$ cat src/rtl/ex_pkg.sv
// Shared encodings for the multi-cycle execute stage: result-select codes,
// divider-control FSM states and the default reset PC.
package ex_pkg;

  localparam logic [1:0]  RES_ALU      = 2'b00;
  localparam logic [1:0]  RES_MUL      = 2'b01;
  localparam logic [1:0]  RES_DIV      = 2'b10;
  localparam logic [31:0] RESET_PC_DEF = 32'h1c00_0000;

  typedef enum logic [1:0] {
    S_IDLE,
    S_WAIT,
    S_HOLD,
    S_DRAIN
  } ex_state_e;

endpackage

$ cat src/rtl/alu.sv
// One-hot ALU: add, sub, slt, sltu, and, nor, or, xor, sll, srl, sra, lui (pass src2).
module alu (
  input  logic [11:0] alu_op,
  input  logic [31:0] alu_src1,
  input  logic [31:0] alu_src2,
  output logic [31:0] alu_result
);

  logic [4:0]         shamt;
  logic signed [31:0] s1;
  logic signed [31:0] s2;
  logic [31:0]        slt_res;
  logic [31:0]        sltu_res;
  logic [31:0]        sra_res;

  always_comb begin
    shamt    = alu_src2[4:0];
    s1       = $signed(alu_src1);
    s2       = $signed(alu_src2);
    slt_res  = {31'b0, (s1 < s2)};
    sltu_res = {31'b0, (alu_src1 < alu_src2)};
    sra_res  = $unsigned(s1 >>> shamt);
    alu_result = ({32{alu_op[0]}}  & (alu_src1 + alu_src2))
               | ({32{alu_op[1]}}  & (alu_src1 - alu_src2))
               | ({32{alu_op[2]}}  & slt_res)
               | ({32{alu_op[3]}}  & sltu_res)
               | ({32{alu_op[4]}}  & (alu_src1 & alu_src2))
               | ({32{alu_op[5]}}  & ~(alu_src1 | alu_src2))
               | ({32{alu_op[6]}}  & (alu_src1 | alu_src2))
               | ({32{alu_op[7]}}  & (alu_src1 ^ alu_src2))
               | ({32{alu_op[8]}}  & (alu_src1 << shamt))
               | ({32{alu_op[9]}}  & (alu_src1 >> shamt))
               | ({32{alu_op[10]}} & sra_res)
               | ({32{alu_op[11]}} & alu_src2);
  end

endmodule

$ cat src/rtl/ex_div_ctrl.sv
// Divider handshake controller: request/response tracking, result buffer,
// ready_go generation and draining of divides killed by a flush.
module ex_div_ctrl
  import ex_pkg::*;
#(
  parameter bit DIV_BYPASS = 1'b0
) (
  input  logic        clk,
  input  logic        resetn,
  input  logic        flush,
  input  logic        v,
  input  logic        is_div,
  input  logic        out_ready,
  input  logic        div_req_ready,
  input  logic        div_resp_valid,
  input  logic [31:0] div_resp_data,
  output logic        div_req_valid,
  output logic        div_resp_ready,
  output logic        ready_go,
  output logic        draining,
  output logic        holding,
  output logic [31:0] div_result,
  output logic [31:0] div_buf
);

  ex_state_e   state_q, state_d;
  logic [31:0] div_buf_q, div_buf_d;
  logic        bypass_hit;

  always_comb begin
    state_d        = state_q;
    div_buf_d      = div_buf_q;
    div_req_valid  = 1'b0;
    div_resp_ready = 1'b0;
    bypass_hit     = DIV_BYPASS && (state_q == S_WAIT) && div_resp_valid;

    case (state_q)
      S_IDLE: begin
        div_req_valid = v & is_div;
        if (div_req_valid && div_req_ready) state_d = S_WAIT;
      end
      S_WAIT: begin
        div_resp_ready = 1'b1;
        if (flush) begin
          // A response landing with the flush is consumed here, otherwise drain it later.
          state_d = div_resp_valid ? S_IDLE : S_DRAIN;
        end else if (div_resp_valid) begin
          div_buf_d = div_resp_data;
          state_d   = (DIV_BYPASS && out_ready) ? S_IDLE : S_HOLD;
        end
      end
      S_HOLD: begin
        if (flush || out_ready) state_d = S_IDLE;
      end
      S_DRAIN: begin
        div_resp_ready = 1'b1;
        if (div_resp_valid) state_d = S_IDLE;
      end
      default: state_d = S_IDLE;
    endcase

    // Nothing may commit while a killed divide is still outstanding.
    ready_go = (state_q != S_DRAIN) && (!is_div || (state_q == S_HOLD) || bypass_hit);
  end

  always_ff @(posedge clk) begin
    if (!resetn) begin
      state_q   <= S_IDLE;
      div_buf_q <= 32'h0;
    end else begin
      state_q   <= state_d;
      div_buf_q <= div_buf_d;
    end
  end

  assign draining   = (state_q == S_DRAIN);
  assign holding    = (state_q == S_HOLD);
  assign div_buf    = div_buf_q;
  assign div_result = holding ? div_buf_q : div_resp_data;

endmodule

$ cat src/rtl/idiot_mul.sv
// Naive single-cycle multiplier: op[0] mul.w (low), op[1] mulh.w (signed high),
// op[2] mulh.wu (unsigned high). Zero result when no op bit is set.
module idiot_mul (
  input  logic [2:0]  mul_op,
  input  logic [31:0] mul_src1,
  input  logic [31:0] mul_src2,
  output logic [31:0] mul_result
);

  logic [63:0] a;
  logic [63:0] b;
  logic [63:0] prod;

  always_comb begin
    // Sign-extend only for mulh.w; the low word is identical either way.
    a    = {{32{mul_op[1] & mul_src1[31]}}, mul_src1};
    b    = {{32{mul_op[1] & mul_src2[31]}}, mul_src2};
    prod = a * b;
    mul_result = ({32{mul_op[0]}} & prod[31:0])
               | ({32{mul_op[1] | mul_op[2]}} & prod[63:32]);
  end

endmodule

$ cat src/rtl/ex_stage_mc.sv
// Execute stage: combinational ALU/multiplier, handshaked multi-cycle divider,
// flush with drain, registered MEM-stage outputs and an ID-stage forwarding port.
module ex_stage_mc
  import ex_pkg::*;
#(
  parameter int unsigned SIDE_W     = 48,
  parameter logic [31:0] RESET_PC   = RESET_PC_DEF,
  parameter bit          DIV_BYPASS = 1'b0
) (
  input  logic              clk,
  input  logic              resetn,
  input  logic              flush,
  input  logic              in_valid,
  output logic              in_ready,
  input  logic [31:0]       in_pc,
  input  logic [11:0]       in_alu_op,
  input  logic [2:0]        in_mul_op,
  input  logic [3:0]        in_div_op,
  input  logic [1:0]        in_res_sel,
  input  logic              in_src1_is_pc,
  input  logic              in_src2_is_imm,
  input  logic [31:0]       in_imm,
  input  logic [31:0]       in_rj,
  input  logic [31:0]       in_rkd,
  input  logic [SIDE_W-1:0] in_side,
  output logic              div_req_valid,
  input  logic              div_req_ready,
  output logic [3:0]        div_req_op,
  output logic [31:0]       div_req_x,
  output logic [31:0]       div_req_y,
  input  logic              div_resp_valid,
  output logic              div_resp_ready,
  input  logic [31:0]       div_resp_data,
  output logic              out_valid,
  input  logic              out_ready,
  output logic [31:0]       out_pc,
  output logic [31:0]       out_result,
  output logic [31:0]       out_rkd,
  output logic [SIDE_W-1:0] out_side,
  output logic              fwd_valid,
  output logic              fwd_busy,
  output logic [31:0]       fwd_result,
  output logic [SIDE_W-1:0] fwd_side
);

  logic [31:0]       src1, src2;
  logic [31:0]       alu_result, mul_result, comb_res;
  logic [31:0]       div_result, div_buf;
  logic              v, is_div, ready_go, draining, holding, fire;
  logic              out_valid_q;
  logic [31:0]       out_pc_q, out_result_q, out_rkd_q;
  logic [SIDE_W-1:0] out_side_q;

  assign src1     = in_src1_is_pc  ? in_pc  : in_rj;
  assign src2     = in_src2_is_imm ? in_imm : in_rkd;
  assign v        = in_valid & ~flush;
  assign is_div   = (in_res_sel == RES_DIV);

  alu u_alu (
    .alu_op     (in_alu_op),
    .alu_src1   (src1),
    .alu_src2   (src2),
    .alu_result (alu_result)
  );

  idiot_mul u_mul (
    .mul_op     (in_mul_op),
    .mul_src1   (src1),
    .mul_src2   (src2),
    .mul_result (mul_result)
  );

  // Unselected units are driven with a zero op, so OR-ing acts as the mux.
  assign comb_res = alu_result | mul_result;

  ex_div_ctrl #(
    .DIV_BYPASS (DIV_BYPASS)
  ) u_div_ctrl (
    .clk            (clk),
    .resetn         (resetn),
    .flush          (flush),
    .v              (v),
    .is_div         (is_div),
    .out_ready      (out_ready),
    .div_req_ready  (div_req_ready),
    .div_resp_valid (div_resp_valid),
    .div_resp_data  (div_resp_data),
    .div_req_valid  (div_req_valid),
    .div_resp_ready (div_resp_ready),
    .ready_go       (ready_go),
    .draining       (draining),
    .holding        (holding),
    .div_result     (div_result),
    .div_buf        (div_buf)
  );

  assign div_req_op = in_div_op;
  assign div_req_x  = src1;
  assign div_req_y  = src2;

  assign fire     = v & ready_go & out_ready;
  assign in_ready = resetn & ~draining & (~v | (ready_go & out_ready));

  always_ff @(posedge clk) begin
    if (!resetn) begin
      out_valid_q  <= 1'b0;
      out_pc_q     <= RESET_PC;
      out_result_q <= 32'h0;
      out_rkd_q    <= 32'h0;
      out_side_q   <= '0;
    end else begin
      if (flush) begin
        out_valid_q <= 1'b0;
      end else if (out_ready) begin
        out_valid_q <= v & ready_go;
      end
      if (fire) begin
        out_pc_q     <= in_pc;
        out_result_q <= is_div ? div_result : comb_res;
        out_rkd_q    <= in_rkd;
        out_side_q   <= in_side;
      end
    end
  end

  assign out_valid  = out_valid_q;
  assign out_pc     = out_pc_q;
  assign out_result = out_result_q;
  assign out_rkd    = out_rkd_q;
  assign out_side   = out_side_q;

  assign fwd_valid  = v;
  assign fwd_busy   = v & is_div & ~holding;
  assign fwd_result = holding ? div_buf : comb_res;
  assign fwd_side   = in_side;

endmodule

$ cat config.mk
export PLATFORM = sky130hd
export DESIGN_NAME = ex_stage_mc
export DESIGN_NICKNAME = d
export VERILOG_FILES = /design/src/rtl/ex_pkg.sv /design/src/rtl/alu.sv /design/src/rtl/ex_div_ctrl.sv /design/src/rtl/idiot_mul.sv /design/src/rtl/ex_stage_mc.sv
export SDC_FILE = /design/constraint.sdc
export NUM_CORES = 2
export LEC_CHECK = 0
export ABC_AREA = 1
export BUFFER_PORTS_ARGS = -buffer_cell sky130_fd_sc_hd__buf_2
export CORE_MARGIN = 2
export CORE_UTILIZATION = 55
export CTS_CLUSTER_DIAMETER = 100
export DETAILED_ROUTE_END_ITERATION = 10
export MAX_ROUTING_LAYER = met4
export PLACE_DENSITY = 0.75
export SLEW_MARGIN = 30
export SYNTH_ARGS = -nofsm -noshare
export SYNTH_HDL_FRONTEND = slang
export SYNTH_SLANG_ARGS = --single-unit
$ cat constraint.sdc
create_clock -name clk -period 18 [get_ports clk]
set_input_delay 3.6 -clock clk [delete_from_list [all_inputs] [get_ports clk]]
set_output_delay 3.6 -clock clk [all_outputs]
set_load 0.01 [all_outputs]
==> results.cfg <==
[timing]
rsz0062_at_grt = false
worst_slew_pin_slew_ns = 1.17
finalCritPeriodShare_pct = 98.0
max_freq_mhz = 56.7
slew_headroom_pct = 22.2
min_period_ns = 17.65
finalHoldViolations = 0
fin_ws_ns = 0.353
drv_slew = 0
fin_tns_setup_ns = 0
setup_viol_count_final = 0
skew_ns = 0.0128

[flow_run]
max_cap_viol_count = 0

[grt]
grt_max_degree = 90
grt_antenna_before_repair = 36
use_met2_pct = 78.2
gr-total-overflow = 0
met3_usage_pct = 26.5
globalRouteMet1Util_pct = 64.9
grt.busiest_layer = met2
grt_pass1_wl_mm = 422
grt_pass1_vias = 60514
grt_usage_pct = 57.4

[detailed_routing]
drc = 0
via_per_inst = 6.24
routed-via-count = 60482
postRouteWirelength_mm = 297
drt_iter0_markers = 9659
first_pass_iters = 9
avgRoutedWirePerCell_um = 30.6
ant_nets = 0

[critical_path]
critPathRequiredTime_ns = 14.40
rrSetupSlack_ns = 14.91
worstSetupStartpointType = input pin
critical_path_cell_count = 32
cp-endpoint = fwd_result[1]
crit_type = in2out
r2r_end = out_side[7]
rr_worst_depth = 8
critical_path_buf_inv_count = 11
critPathMaxStageDelay_ns = 0.92
worstPathMaxFanout = 20
cp_slowest_cell = o21ai_2
worstPathArrival_ns = 14.05
end_kind = output pin
crit_start = in_src2_is_imm
cp_top_family = adder cells
r2r-start = u_div_ctrl.state_q[1]
crit_top_cell = fa_1

[yosys]
synth_top_area_cell = fa_1
synth_cell_type_count = 60
synth_edf_count = 0
yosysSeqAreaShare_pct = 6.29
netlist_area_mm2 = 0.0570
synth_seq_cells = 179
async_flop_share_pct = 0
synth_top_flop_cell = dfxtp_1
syn_avg_cell_area_um2 = 7.14
netlist_top_cells_area = fa_1 (40%), nand2_1 (12%), inv_1 (10%)
postSynthCellCount = 7978
synth_top_area_share_pct = 39.6
synth_nets = 9652
yosys_warnings = 0

[clock_network]
cts_hold_buf = 0
post_cts_buffers = 0
insertion_delay_ns = 0.47
cts_tree = built
clkTransAtPathRegs_ns = 0.07
cts.sinks = 179
numCtsBuffers = 17
cts_resized = 0
cts-root-buf = clkbuf_16
htreeDepth = 4
clockBufferDepth = 2

[placement]
post-place-cells = 9619
io_buffers = 527
dp_hpwl_mm = 244
pre_cts_ws_ns = 0.702
place_congestion = 1.20

[floorplanning]
die_area_mm2 = 0.106
core_mm2 = 0.103
fp.dieH_um = 326
io_pins = 536
dieWidth_um = 326
placementRows = 118
start_util_pct = 55.3

[final_layout]
instances_no_fill = 9700
layout-drive-gt1-share_pct = 10.0
nets = 9932
syn_to_final_growth_pct = 7.81

[min_path]
hold_class = reg2reg

[status]
status = complete, no violations
==> final cells by class <==
cell class | instances | area, µm²
antenna | 49 | 123
fill | 9278 | 41600
sequential | 179 | 3580
tap | 1380 | 1730
clock buffer | 17 | 425
clock inverter | 15 | 165
inverter | 1568 | 5900
timing repair buffer | 692 | 3900
multi-input combinational | 5800 | 45600
==> cell families after synthesis <==
family | count (synthesis) | share of synthesized area (%)
XOR/XNOR | 13 | 0.200
flip-flops | 179 | 6.29
adder cells (fa/ha/maj) | 1436 | 46.4
buffers and inverters | 1999 | 13.9
AND/OR/NAND/NOR | 3582 | 25.6
AO/OA/AOI/OAI | 769 | 7.60
==> synth_stat cells (14+ instances only) <==
| library cell | count |
|---|---|
| nand2_1 | 1891 |
| inv_1 | 1535 |
| fa_1 | 1127 |
| nor2_1 | 973 |
| nand3_1 | 501 |
| o21ai_0 | 311 |
| ha_1 | 309 |
| a21oi_1 | 244 |
| clkbuf_1 | 240 |
| dfxtp_1 | 179 |
| nand4_1 | 89 |
| buf_4 | 70 |
| buf_1 | 58 |
| buf_2 | 52 |
| nor3_1 | 42 |
| a31oi_1 | 36 |
| o211ai_1 | 28 |
| o21ai_1 | 28 |
| o21bai_1 | 26 |
| nand2_2 | 21 |
| or2_1 | 18 |
| inv_2 | 17 |
| nand3b_1 | 17 |
| o21ai_2 | 15 |
| clkinv_1 | 14 |
==> routing by layer <==
metal  share of wire [%]  up-vias
li1                    -    24623
met4                  11        0
met1                  33    28723
met2                  40     5423
met3                  16     1713
met5                   0        -
==> metrics by stage <==
stage | cell area (µm²) | util (%) | hold slack (ns)
2_1_floorplan | 57000 | - | 0.455
3_3_place_gp | 60600 | 58.8 | 0.450
3_5_place_dp | 60700 | 58.9 | 0.450
4_1_cts | 61300 | 59.5 | 0.466
5_1_grt | 61400 | 59.6 | 0.484
6_report | 61400 | 59.6 | 0.467
==> registers in the layout, summed over array words and instances, names as in the netlist <==
name and count:
out_rkd 32, out_result 32, out_side 48, u_div_ctrl.div_buf 32
out_pc 32, u_div_ctrl.state_q 2, out_valid 1
==> how the worst min path moves through the flow <==
stage / start / cells past startpoint / slack (ns) / end
finish: out_result[26] / 2 / 0.47 / out_result[26]
global route: out_result[9] / 2 / 0.48 / out_result[9]
CTS: out_result[23] / 2 / 0.47 / out_result[23]
detailed placement: out_pc[26] / 2 / 0.45 / out_pc[26]
global placement: out_result[3] / 2 / 0.45 / out_result[3]
floorplan: u_div_ctrl.div_buf[10] / 2 / 0.46 / u_div_ctrl.div_buf[10]
==> worst reg2reg max path, delay by kind of cell, from the launching register on <==
family	cells	cell delay, ns
buffers and inverters	3	1.52
DFF	1	0.46
AOI/OAI and AO/OA	1	0.58
and+or+nand+nor	4	0.47
==> cell usage in the layout (no fill, tap or decap), drive strengths merged, types with 13 or more instances in the layout <==
| master | n |
|---|---|
| nand2 | 1914 |
| inv | 1558 |
| fa | 1127 |
| nor2 | 975 |
| buf | 692 |
| nand3 | 502 |
| o21ai | 356 |
| ha | 309 |
| a21oi | 245 |
| dfxtp | 179 |
| nand4 | 89 |
| diode | 49 |
| nor3 | 43 |
| a31oi | 36 |
| or2 | 33 |
| o211ai | 28 |
| o21bai | 26 |
| clkinv | 24 |
| nand3b | 17 |
| clkbuf | 17 |
| o21a | 13 |
Power is not shown: default switching activity piles up to over one toggle a cycle in this logic, so the estimate is an artifact.
